==> config.mk <==
export PLATFORM = sky130hd
export DESIGN_NAME = pc_seq
export DESIGN_NICKNAME = d
export VERILOG_FILES = /design/src/rtl/pc_pkg.sv /design/src/rtl/pc_seq_ras.sv /design/src/rtl/pc_seq.sv
export SDC_FILE = /design/constraint.sdc
export NUM_CORES = 1
export LEC_CHECK = 0
export BUFFER_PORTS_ARGS = -buffer_cell sky130_fd_sc_hd__clkbuf_2
export CAP_MARGIN = 20
export CORE_MARGIN = 1.5
export CORE_UTILIZATION = 50
export DETAILED_ROUTE_END_ITERATION = 8
export PLACE_DENSITY = 0.81
export SETUP_SLACK_MARGIN = 0.02
export SYNTH_ARGS = -nofsm -noshare
export SYNTH_HDL_FRONTEND = slang
export SYNTH_SLANG_ARGS = --single-unit
==> constraint.sdc <==
create_clock -name clk -period 2.3 [get_ports clk]
set_input_delay 0.23 -clock clk [delete_from_list [all_inputs] [get_ports clk]]
set_output_delay 0.23 -clock clk [all_outputs]
set_load 0.1 [all_outputs]
==> src/rtl/pc_pkg.sv <==
// ---------------------------------------------------------------------------
// pc_pkg
// Shared constants and types for the program-counter sequencer.
//   PC_WIDTH     : default program-counter width in bits
//   OFFSET_WIDTH : default relative-branch offset width in bits
//   RAS_DEPTH    : default return-address-stack depth in entries
//   op_t         : the operation selected for the current cycle
// ---------------------------------------------------------------------------
package pc_pkg;

    localparam int PC_WIDTH     = 10;
    localparam int OFFSET_WIDTH = 8;
    localparam int RAS_DEPTH    = 4;

    // One operation is chosen per cycle; the listing order matches decode priority.
    typedef enum logic [2:0] {
        OP_HOLD   = 3'd0,
        OP_RET    = 3'd1,
        OP_CALL   = 3'd2,
        OP_JUMP   = 3'd3,
        OP_BRANCH = 3'd4,
        OP_INC    = 3'd5
    } op_t;

endpackage

==> src/rtl/pc_seq_ras.sv <==
// ---------------------------------------------------------------------------
// ras
// Return-address stack built as a circular buffer. Pushing while full
// overwrites the oldest entry, so the most recent RD return addresses are kept.
//   clk       : clock, rising edge
//   reset     : asynchronous active-low reset (pointer and depth only)
//   push      : write push_data as the new top entry
//   pop       : discard the top entry
//   push_data : return address to store
//   top       : most recently pushed entry
//   depth     : number of valid entries, saturates at RD
//   full      : depth == RD
//   empty     : depth == 0
// ---------------------------------------------------------------------------
module ras #(
    parameter int D  = 10,
    parameter int RD = 4
) (
    input  logic                       clk,
    input  logic                       reset,
    input  logic                       push,
    input  logic                       pop,
    input  logic [D-1:0]               push_data,
    output logic [D-1:0]               top,
    output logic [$clog2(RD+1)-1:0]    depth,
    output logic                       full,
    output logic                       empty
);

    localparam int DW = $clog2(RD + 1);
    localparam int PW = (RD > 1) ? $clog2(RD) : 1;

    logic [D-1:0]  mem [RD];
    logic [PW-1:0] ptr;
    logic [PW-1:0] ptr_next;
    logic [PW-1:0] ptr_prev;

    // ptr always names the slot the next push will use; the slot just
    // behind it holds the top of stack. Wrapping is explicit so RD need
    // not be a power of two.
    always_comb begin
        ptr_next = (ptr == PW'(RD - 1)) ? '0 : ptr + PW'(1);
        ptr_prev = (ptr == '0) ? PW'(RD - 1) : ptr - PW'(1);
    end

    assign top   = mem[ptr_prev];
    assign full  = (depth == DW'(RD));
    assign empty = (depth == '0);

    // Pointer and depth bookkeeping. A push while full still advances the
    // pointer, which lands the new entry on the oldest slot; depth stays at RD.
    always_ff @(posedge clk or negedge reset) begin
        if (!reset) begin
            ptr   <= '0;
            depth <= '0;
        end else if (pop) begin
            ptr   <= ptr_prev;
            depth <= depth - DW'(1);
        end else if (push) begin
            ptr <= ptr_next;
            if (!full) begin
                depth <= depth + DW'(1);
            end
        end
    end

    // Entry storage carries no reset; entries are only visible while depth > 0.
    always_ff @(posedge clk) begin
        if (push && !pop) begin
            mem[ptr] <= push_data;
        end
    end

endmodule

==> src/rtl/pc_seq.sv <==
// ---------------------------------------------------------------------------
// pc_seq
// Program-counter sequencer with jump, relative branch, call/return through
// a small return-address stack, and sticky stack-error flags.
//   clk            : clock, rising edge
//   reset          : asynchronous active-low reset
//   stall          : freeze all state this cycle
//   jumpEn         : absolute jump to target
//   branchEn       : relative branch by signed offset
//   callEn         : push PC+1 and jump to target
//   retEn          : pop return address into PC
//   errClr         : clear sticky overflow/underflow
//   target         : jump/call destination
//   offset         : signed branch displacement
//   programCounter : current PC (registered)
//   stackDepth     : valid return-stack entries
//   overflow       : sticky, call while stack full
//   underflow      : sticky, return while stack empty
// ---------------------------------------------------------------------------
module pc_seq
    import pc_pkg::*;
#(
    parameter int D  = PC_WIDTH,
    parameter int OW = OFFSET_WIDTH,
    parameter int RD = RAS_DEPTH
) (
    input  logic                    clk,
    input  logic                    reset,
    input  logic                    stall,
    input  logic                    jumpEn,
    input  logic                    branchEn,
    input  logic                    callEn,
    input  logic                    retEn,
    input  logic                    errClr,
    input  logic [D-1:0]            target,
    input  logic [OW-1:0]           offset,
    output logic [D-1:0]            programCounter,
    output logic [$clog2(RD+1)-1:0] stackDepth,
    output logic                    overflow,
    output logic                    underflow
);

    op_t                 op;
    logic [D-1:0]        pc_inc;
    logic [D-1:0]        pc_branch;
    logic [D-1:0]        next_pc;
    logic [D-1:0]        ras_top;
    logic signed [D-1:0] offset_ext;
    logic                ras_push;
    logic                ras_pop;
    logic                ras_full;
    logic                ras_empty;
    logic                set_overflow;
    logic                set_underflow;

    // Size-casting a signed value sign-extends it; the D-bit sums then wrap
    // naturally modulo 2^D.
    assign offset_ext = D'($signed(offset));
    assign pc_inc     = programCounter + D'(1);
    assign pc_branch  = programCounter + offset_ext;

    // Priority decode: the first enable found wins and the rest are ignored.
    always_comb begin
        op = OP_INC;
        if (stall) begin
            op = OP_HOLD;
        end else if (retEn) begin
            op = OP_RET;
        end else if (callEn) begin
            op = OP_CALL;
        end else if (jumpEn) begin
            op = OP_JUMP;
        end else if (branchEn) begin
            op = OP_BRANCH;
        end
    end

    // Next-PC selection and stack control. A return on an empty stack
    // degrades to a plain increment and only raises underflow.
    always_comb begin
        next_pc = pc_inc;
        case (op)
            OP_HOLD:   next_pc = programCounter;
            OP_RET:    next_pc = ras_empty ? pc_inc : ras_top;
            OP_CALL:   next_pc = target;
            OP_JUMP:   next_pc = target;
            OP_BRANCH: next_pc = pc_branch;
            default:   next_pc = pc_inc;
        endcase
        ras_push      = (op == OP_CALL);
        ras_pop       = (op == OP_RET) && !ras_empty;
        set_overflow  = (op == OP_CALL) && ras_full;
        set_underflow = (op == OP_RET) && ras_empty;
    end

    // PC and sticky flags. A clear in the same cycle as a fresh error leaves
    // the flag set, and a stall ignores the clear entirely.
    always_ff @(posedge clk or negedge reset) begin
        if (!reset) begin
            programCounter <= '0;
            overflow       <= 1'b0;
            underflow      <= 1'b0;
        end else if (op != OP_HOLD) begin
            programCounter <= next_pc;
            overflow       <= (overflow & ~errClr) | set_overflow;
            underflow      <= (underflow & ~errClr) | set_underflow;
        end
    end

    ras #(
        .D  (D),
        .RD (RD)
    ) u_ras (
        .clk       (clk),
        .reset     (reset),
        .push      (ras_push),
        .pop       (ras_pop),
        .push_data (pc_inc),
        .top       (ras_top),
        .depth     (stackDepth),
        .full      (ras_full),
        .empty     (ras_empty)
    );

endmodule

# After elaboration in Yosys (flattened, before gate mapping)

Memories as Yosys holds them, arrays and structs flattened.
Index checks and enable logic that the tools add are counted.

Register bits after elaboration: 17
Memory bits (writable): 40
Bits of input ports: 26
Output and inout port bits: 15
Memories kept: 1

Memory list:

| name      | depth | bits a word | read ports | clocked after memory_dff | write ports | RTL line         | source |
|---|---|---|---|---|---|---|---|
| u_ras.mem | 4     | 10          | 1          | 0                        | 1           | pc_seq_ras.sv:33 | `logic [D-1:0] mem [RD];` |

Add/sub/neg operators: 6
Eq/ne operators: 7
Muxes and demuxes: 16
Bitwise operators: 6
Reduce and logical (&&, ||, !) cells: 14

Operator list:

| cell                  | number |
|---|---|
| $pmux 10 s4           | 1 |
| $mux 3                | 7 |
| $add 10x1->10 const B | 1 |
| $add 10x10->10        | 1 |
| $mux 10               | 1 |
| $mux 2                | 4 |
| $eq 3x2->1 const B    | 2 |
| $eq 3x3->1 const B    | 2 |
| $logic_not 3->1       | 2 |
| $logic_and 1x1->1     | 4 |
| $reduce_and 2->1      | 2 |
| $add 3x1->3 const B   | 1 |
| $eq 3x1->1 const B    | 1 |
| $mux 1                | 3 |
| $reduce_bool 3->1     | 1 |
| $sub 3x1->3 const B   | 1 |
| $add 2x1->2 const B   | 1 |
| $and 1x1->1           | 2 |
| $eq 2x2->1 const B    | 1 |
| $logic_not 1->1       | 2 |
| $logic_not 2->1       | 1 |
| $ne 2x1->1 const B    | 1 |
| $not 1->1             | 2 |
| $or 1x1->1            | 2 |
| other kinds (3)       | 3 |

# Longest topological paths before layout

Gate-level depths: netlist of the first run.

Word-level depth: 11
Mapped depth: 9
Depth with buffers taken out: 8

# By module

From an unflattened synthesis of the first run, not the netlist that was laid out.

Cell total of the unflattened synthesis: 266
Area, all modules: 3144.3 um^2

By module, submodules not included:

| module | times used | cells an instance | area each (um^2) | seq. area each (um^2) |
|---|---|---|---|---|
| ras    | 1          | 114               | 1880.6           | 1326.3 |
| pc_seq | 1          | 152               | 1263.7           | 300.3 |

# Least setup slack after synthesis of the first run

No wires, ideal clock.

Path type: register to register
Start point: reg programCounter[6]
End point: reg programCounter[9]
Library setup time: 0.120 ns
Data arrival time: 2.819 ns
Slack: -0.638 ns
Stages on the path, launching flop included: 8
Buffers on the path: 0
Clock period less this slack: 2.938 ns
Cells stage by stage: dfrtp_1 -> ha_1 -> and2_1 -> a32o_1 -> o31a_1 -> or3_1 -> a211o_1 -> and3b_1

Longest elaborated chain between the ends: 3
Elaborated cells between the ends (all ways): 4
Those cells by class: 2 x add/sub; 2 x mux

RTL lines:

| item                   | RTL line      | source |
|---|---|---|
| start, declared        | pc_seq.sv:37  | `output logic [D-1:0] programCounter,` |
| start signal, assigned | pc_seq.sv:104 | `programCounter <= next_pc;` |
| $add 10x1->10          | pc_seq.sv:59  | `assign pc_inc = programCounter + D'(1);` |
| $mux 10                | pc_seq.sv:84  | `OP_RET: next_pc = ras_empty ? pc_inc : ras_top;` |
| $pmux 10 s4 *          | pc_seq.sv:82  | `case (op)` |

Mark *: on every way between the ends. The rest lies on a longest branch, timed or not.
A chain may end at the register's enable or synchronous reset.

# Worst setup path in the final report of the first run

Ends and elaborated chain as after synthesis.

==> summary.txt, run 1 <==
Timing
  • Worst-Margin Slew: 1.16 ns
  • RSZ-0062 raised after global routing: true
  • Final worst-path cycle share: 100%
  • Post-route worst setup slack: -0.0103 ns
  • Hold Fails Final Rpt: 0
  • Final Max Tran Viols: 0
  • Final min period: between 2 and 2.5 ns
  • Relative slew slack: a little over a fifth
  • Count of final setup violators: 1
  • F_max: between 0.4 and 0.5 GHz
  • Clock Skews: 0.00574 ns

Synth
  • Syn_area_per_cell: roughly 12 sq um
  • Post-Syn Area: 3050 sq um
  • Synth unique cells: 47
  • Async set or reset register ratio after synthesis: between 20 and 30%
  • Seq/Total Area, Yosys: ~53%
  • Syn Nets: ~290
  • Instance count of the mapped netlist: roughly 250
  • Synth top area cells: edfxtp_1, dfrtp_1, mux4_2
  • Main synth FF type: edfxtp_1
  • Yosys top cell by area: edfxtp_1
  • Yosys reg bits: 57
  • EDFF count, synth: 40
  • YS warnings: 0
  • Area fraction of the dominant cell type after synthesis: ~40%

Clocking
  • Clock Path Buffers: 2
  • Clock Tree Root: clkbuf_8
  • H-tree depth: 3
  • CTS tree: done
  • Total CTS buffers: 9
  • Clock-pin slew on the worst setup and hold paths: roughly 0.070 ns
  • Clock latency on the worst-skew pair: between 0.3 and 0.4 ns
  • Clock Sinks: 57

Place
  • Place WS: -0.0100 ns
  • Routability cong.: approximately 0.94
  • Area after DPL: about 3600 sq um
  • Hpwl dp: 5580 microns
  • IO buf count: 40

Critical path
  • WS Path Type: register to register
  • Crit path launch type: register
  • CP max FO: 5
  • FF-to-FF path depth: 7
  • Worst Setup SP: programCounter[6]$_DFFE_PN0P_
  • Reg2Reg Setup Slack: -0.01 ns
  • Worst EP required: 2.52 ns
  • Crit path capture: programCounter[9]$_DFFE_PN0P_
  • RR Endpoint: programCounter[9]$_DFFE_PN0P_
  • Worst path arrival time: 2.53 ns
  • Reg2reg start: programCounter[6]$_DFFE_PN0P_
  • CP endpoint kind: register

Run status
  • Failing checks: setup timing
  • Status: finished, violations left

Floorplanning
  • Initial Util: between 50 and 60%
  • Die Wd: 81.1 microns
  • Core Rows: 28
  • Core Area: 5920 sq um
  • Die Y: approximately 80 microns
  • Die ar.: 6580 sq um
  • Io pins: between 40 and 50

Routing
  • First DRT Iteration DRCs: 190
  • Total vias in the final route: between 2000 and 2500
  • Detailed Route WL: between 7000 and 8000 microns
  • Number of detailed-routing iterations run before antenna repair: 5
  • DRC viols: 0
  • Number of vias per cell: 6.10
  • DRT antenna net count: 0
  • Drt wl/cell: 19.1 microns

Final layout
  • Final Instance Area: roughly 3800 sq um
  • Diode count: 0
  • Fill cell count: between 400 and 500
  • P&R area growth vs syn: 25.7%
  • Fraction of layout cells with a size suffix above 1: between 30 and 40%
  • Final nets: around 360

Pwr
  • Seq pwr share: roughly 29%
  • Clk pwr share: between 15 and 20%
  • Worst VDD drop: ~1200 uV
  • Leak: 1.52 nW
  • Part of the power in combinational logic: between 50% and 60%
  • Power Dens Cells: roughly 1400 nW/um^2
  • Pint: 3.01 mW
  • P_sw: 2.43 mW
  • Sw Share: between 40% and 50%

GRT
  • Overflow after GRT: 0
  • Tot GR Track Use: about a quarter
  • First-pass GRT wire length: roughly 12000 microns
  • Largest net degree at the start of global routing: 22
  • Vias in the first global route: between 2000 and 2500
  • Initial antenna violation count: 0

Min path
  • Hold WC Path Type: primary input to register

Run
  • Max-cap violations: 0
[worst max-delay path: stages (launching register included)]
cell and delay (ns):
dfrtp_4 0.49, ha_4 0.24, and4_1 0.21, a32o_1 0.20
o31a_1 0.30, or3_1 0.33, a211o_1 0.27, and3b_1 0.16
[cells by family (layout without fill, tap and decap cells)]
| logic type | after synthesis | count (layout) | share of synthesized area, % |
|---|---|---|---|
| buf+inv | 22 | 95 | 2.83 |
| mux | 12 | 12 | 7.21 |
| compound gates | 65 | 65 | 14.8 |
| simple gates | 64 | 64 | 11.1 |
| fa+ha+maj | 16 | 16 | 7.05 |
| xor+xnor | 13 | 13 | 3.73 |
| flops | 57 | 57 | 53.3 |
[final cells by class]
type / instances / area (sq um) / share of cell area [%]
clock buffers: 11 / 141 / 3.68
multi-input cells: 170 / 1450 / 37.7
inverters: 16 / 60.1 / 1.57
clock inverters: 5 / 56.3 / 1.47
well taps: 75 / 93.8 / 2.45
repair buffers: 63 / 375 / 9.78
flip-flops and latches: 57 / 1670 / 43.4
[through the flow]
step           hold slack, ns  utilization, %  instances  setup TNS [ns]  power, mW
2_1_floorplan         -0.0656               -        249          -0.109       3.65
3_3_place_gp            0.208            60.5        378               0       4.33
3_5_place_dp            0.211            60.5        378         -0.0100       4.41
4_1_cts                 0.173            64.1        395         -0.0224       5.37
5_1_grt                 0.177            64.8        397         -0.0770       5.70
6_report                0.193            64.8        397         -0.0103       5.44
[routing by layer]
metal  global-route usage, %  share of wire, %  wire, microns
met1                    31.9                43           3240
met2                    39.9                49           3700
met3                    7.08               7.1            535
met4                    8.62               1.3            102
met5                       0                 0              0
[registers in the layout, summed over array words and instances (netlist names)]
register and flops:
overflow 1, programCounter 10, u_ras.depth 3, u_ras.mem 40
u_ras.ptr 2, underflow 1
[power by group through the flow]
stage	logic [mW]	registers (mW)	clock network, mW
2_1_floorplan	1.27	2.38	0
3_3_place_gp	2.75	1.58	0
3_5_place_dp	2.82	1.59	0
4_1_cts	2.85	1.57	0.957
5_1_grt	3.12	1.59	0.989
6_report	2.93	1.57	0.937
[worst min path at each step]
stage | from | endpoint | slack, ns | depth (start not counted)
2_1_floorplan | reset | overflow$_DFFE_PN0P_ | -0.07 | 0
3_3_place_gp | reset | overflow$_DFFE_PN0P_ | 0.21 | 1
3_5_place_dp | reset | u_ras.depth[0]$_DFFE_PN0P_ | 0.21 | 1
4_1_cts | errClr | underflow$_DFFE_PN0P_ | 0.17 | 4
5_1_grt | errClr | underflow$_DFFE_PN0P_ | 0.18 | 4
6_report | errClr | underflow$_DFFE_PN0P_ | 0.19 | 4
[cells in the mapped netlist (all sizes together) (3+ instances only)]
| cell type | number |
|---|---|
| inv | 16 |
| dfrtp | 17 |
| nand2 | 18 |
| xnor2 | 9 |
| ha | 14 |
| nor3 | 4 |
| o2bb2ai | 3 |
| buf | 4 |
| a21oi | 17 |
| o211ai | 3 |
| mux2i | 4 |
| nand4 | 5 |
| nor2 | 7 |
| a221oi | 8 |
| edfxtp | 40 |
| nand2b | 5 |
| a221o | 4 |
| xor2 | 4 |
| o21ai | 11 |
| mux4 | 8 |
| and3 | 6 |
| a21o | 3 |
| nand3 | 7 |
[timing repair]
item / CTS / global route
setup buffers: 0 / 2
gates cloned: 0 / 0
endpoints found under the hold margin: 17 / 0
resized for setup: 3 / 6
hold buffers: 1 / 0
pin swaps: 1 / 0
endpoints found under the setup margin: 2 / 5
[layout by cell type (no fill, tap or decap), types with 3 or more instances in the layout]
cell type,n
a21o_1,3
a21oi_1,16
a221o_1,4
a221oi_1,8
and3_1,6
buf_4,22
clkbuf_2,40
clkbuf_8,10
dfrtp_1,6
dfrtp_4,10
edfxtp_1,40
ha_1,8
ha_4,6
inv_1,16
mux2i_1,4
mux4_2,8
nand2_1,18
nand2b_1,4
nand3_1,7
nand4_1,5
nor2_1,7
nor3_1,4
o211ai_1,3
o21ai_0,9
o2bb2ai_1,3
xnor2_1,9
xor2_1,4
Power figures use the tool's default switching activity.
==> run 2, diff against run 1 <==
==> constraint.sdc (replaced) <==
create_clock -name clk -period 2.3 [get_ports clk]
set_input_delay 0.115 -clock clk [delete_from_list [all_inputs] [get_ports clk]]
set_output_delay 0.115 -clock clk [all_outputs]
set_load 0.1 [all_outputs]
==> summary.txt, run 2 (synthesis gave the netlist of run 1 again) <==
Critical path
  • CP top delay family: compound AO/OA/AOI/OAI gates
  • CP max FO: 5 (unchanged)
  • CP endpoint kind: register
  • Worst path arrival time: 2.49 ns (-0.04 ns)
  • WS Path Type: register to register
  • Worst stage delay on the critical path: 0.49 ns (about the same)
  • Worst Path Buf+Inv: 0 (unchanged)
  • Worst EP required: 2.53 ns (about the same)
  • Crit-path cells: ha_4, and2_4, a32o_1, o31a_1, or3_4, a211o_1, and3b_1
  • Slowest CP cell: dfrtp_4
  • Crit path launch type: register

Place
  • Hpwl dp: 5680 microns (+1.7%)
  • IO buf count: 40 (unchanged)
  • Routability cong.: 0.926 (-1.9%)
  • Area after DPL: 3570 sq um (-0.42%)
  • Placed cell count: 376 (-0.53%)

Pwr
  • Leak: 1.51 nW (-0.77%)
  • Worst VDD drop: 1030 uV (-12%)
  • Power Dens Cells: 1420 nW/um^2 (about the same)

Timing
  • Clock Skews: 0.00964 ns (+0.00390 ns)
  • Final Max Tran Viols: 0 (unchanged)
  • Final Hold Slack: 0.0829 ns (-0.110 ns)
  • Final worst-path cycle share: 98.4% (-2.0 points)
  • Count of final setup violators: 0 (-1)
  • Final setup TNS: 0 ns (+0.0103 ns)
  • F_max: 0.442 GHz (+2.1%)
  • Worst-Margin Slew: 0.885 ns (-0.277 ns)
  • Final min period: 2.26 ns (-0.0468 ns)
  • Hold Fails Final Rpt: 0 (unchanged)
  • RSZ-0062 raised after global routing: true
  • Relative slew slack: 40.3% (+18 points)

Routing
  • Number of vias per cell: 6.21 (+1.8%)
  • DRT antenna net count: 0 (unchanged)
  • Number of detailed-routing iterations run before antenna repair: 4 (-1)
  • Detailed Route WL: 7680 microns (+1.4%)
  • Drt wl/cell: 19.4 microns (+1.9%)
  • DRC viols: 0 (unchanged)
  • First DRT Iteration DRCs: 184 (-3.2%)
  • Total vias in the final route: 2451 (+1.2%)

Clocking
  • Total CTS buffers: 9 (unchanged)
  • Clock Tree Root: clkbuf_8
  • Clock Sinks: 57 (unchanged)
  • H-tree depth: 3 (unchanged)
  • Clock-pin slew on the worst setup and hold paths: 0.07 ns (about the same)
  • Clock latency on the worst-skew pair: 0.33 ns (about the same)
  • CTS tree: done
  • Clock Path Buffers: 2 (unchanged)

Final layout
  • Final Instance Area: 3840 sq um (unchanged)
  • Post-Layout Cell Count: 395 (-0.50%)
  • Final nets: 357 (-0.56%)
  • FF+latch area: 1670 sq um (unchanged)
  • Diode count: 0 (unchanged)
  • Max FFs per register: 40 (unchanged)
  • Multi-input gate area: 1460 sq um (+1.2%)
  • Most frequent cells in the layout: clkbuf_2, edfxtp_1, buf_4
  • Largest regs: u_ras.mem (40), programCounter (10), u_ras.depth (3)
  • Fraction of layout cells with a size suffix above 1: 34.1% (-0.099 points)
  • P&R area growth vs syn: 25.7% (unchanged)
  • Fill cell count: 478 (+2.8%)
  • Top reg by flops: u_ras.mem

GRT
  • First-pass GRT wire length: 12100 microns (+3.3%)
  • Tot GR Track Use: 25.5% (+0.81 points)
  • Largest net degree at the start of global routing: 22 (unchanged)
  • Initial antenna violation count: 0 (unchanged)
  • Overflow after GRT: 0 (unchanged)
  • Vias in the first global route: 2431 (+2.3%)

Floorplanning
  • Die ar.: 6580 sq um (unchanged)
  • Io pins: 41 (unchanged)
  • Die Y: 81.1 microns (unchanged)
  • Core Rows: 28 (unchanged)
  • Initial Util: 51.6% (unchanged)
  • Die Wd: 81.1 microns (unchanged)
  • Core Area: 5920 sq um (unchanged)

Min path
  • Hold WC Path Type: primary input to register

Run status
  • Status: complete, no violations

Run
  • Max-cap violations: 0 (unchanged)
[run 2: path summary, 6_finish.rpt]
check / startpoint / end / slack (ns) / cells after the start
max in group asynchronous: reset / programCounter[7]$_DFFE_PN0P_ / 1.65 / 2
min in group asynchronous: reset / u_ras.depth[0]$_DFFE_PN0P_ / 0.27 / 2
worst min-delay path: errClr / overflow$_DFFE_PN0P_ / 0.08 / 3
worst min register to register: overflow$_DFFE_PN0P_ / overflow$_DFFE_PN0P_ / 0.50 / 1
worst max register to register: programCounter[6]$_DFFE_PN0P_ / programCounter[9]$_DFFE_PN0P_ / 0.04 / 7
worst max-delay path: programCounter[6]$_DFFE_PN0P_ / programCounter[9]$_DFFE_PN0P_ / 0.04 / 7
[run 2: power by group]
part,total [mW],switching (mW),internal (mW)
logic,2.92,1.87,1.05
clock network,0.925,0.421,0.504
registers,1.58,0.149,1.44
total,5.43,2.44,2.99
[run 2: area by class of cell]
| cell class | instances | share of cell area, % |
|---|---|---|
| multi-input cells | 170 | 38.1 |
| clock buffers | 10 | 3.33 |
| clock inverters | 6 | 1.76 |
| well taps | 75 | 2.45 |
| flip-flops and latches | 57 | 43.4 |
| repair buffers | 61 | 9.39 |
| inverters | 16 | 1.57 |
[run 2: layer usage]
layer,up-vias,wire [microns],global-route usage [%]
met1,1216,3320,34.1
met4,0,101,9.48
met5,-,0,0
met3,12,538,6.29
li1,1106,-,-
met2,117,3720,40.4
[run 2: what timing repair did]
item                                    CTS  global route
endpoints found under the setup margin    3             5
resized for setup                         4             6
hold buffers                              1             0
setup buffers                             0             1
pin swaps                                 1             3
hold endpoints to repair                 17             0
[run 2: through the flow]
step                      total power [mW]  setup slack [ns]  util (%)
final                                 5.43            0.0364      64.8
after global routing                  5.73           -0.0300      64.8
after CTS                             5.36          -0.00659      63.9
after detailed placement              4.40          -0.00129      60.3
after global placement                4.32            0.0572      60.3
after floorplan                       3.65            -0.109         -
[run 2: worst register-to-register path: stages, from the launching register on]
cell and delay (ns):
dfrtp_4 0.49, ha_4 0.24, and2_4 0.16, a32o_1 0.25, o31a_1 0.26, or3_4 0.34
a211o_1 0.26, and3b_1 0.16
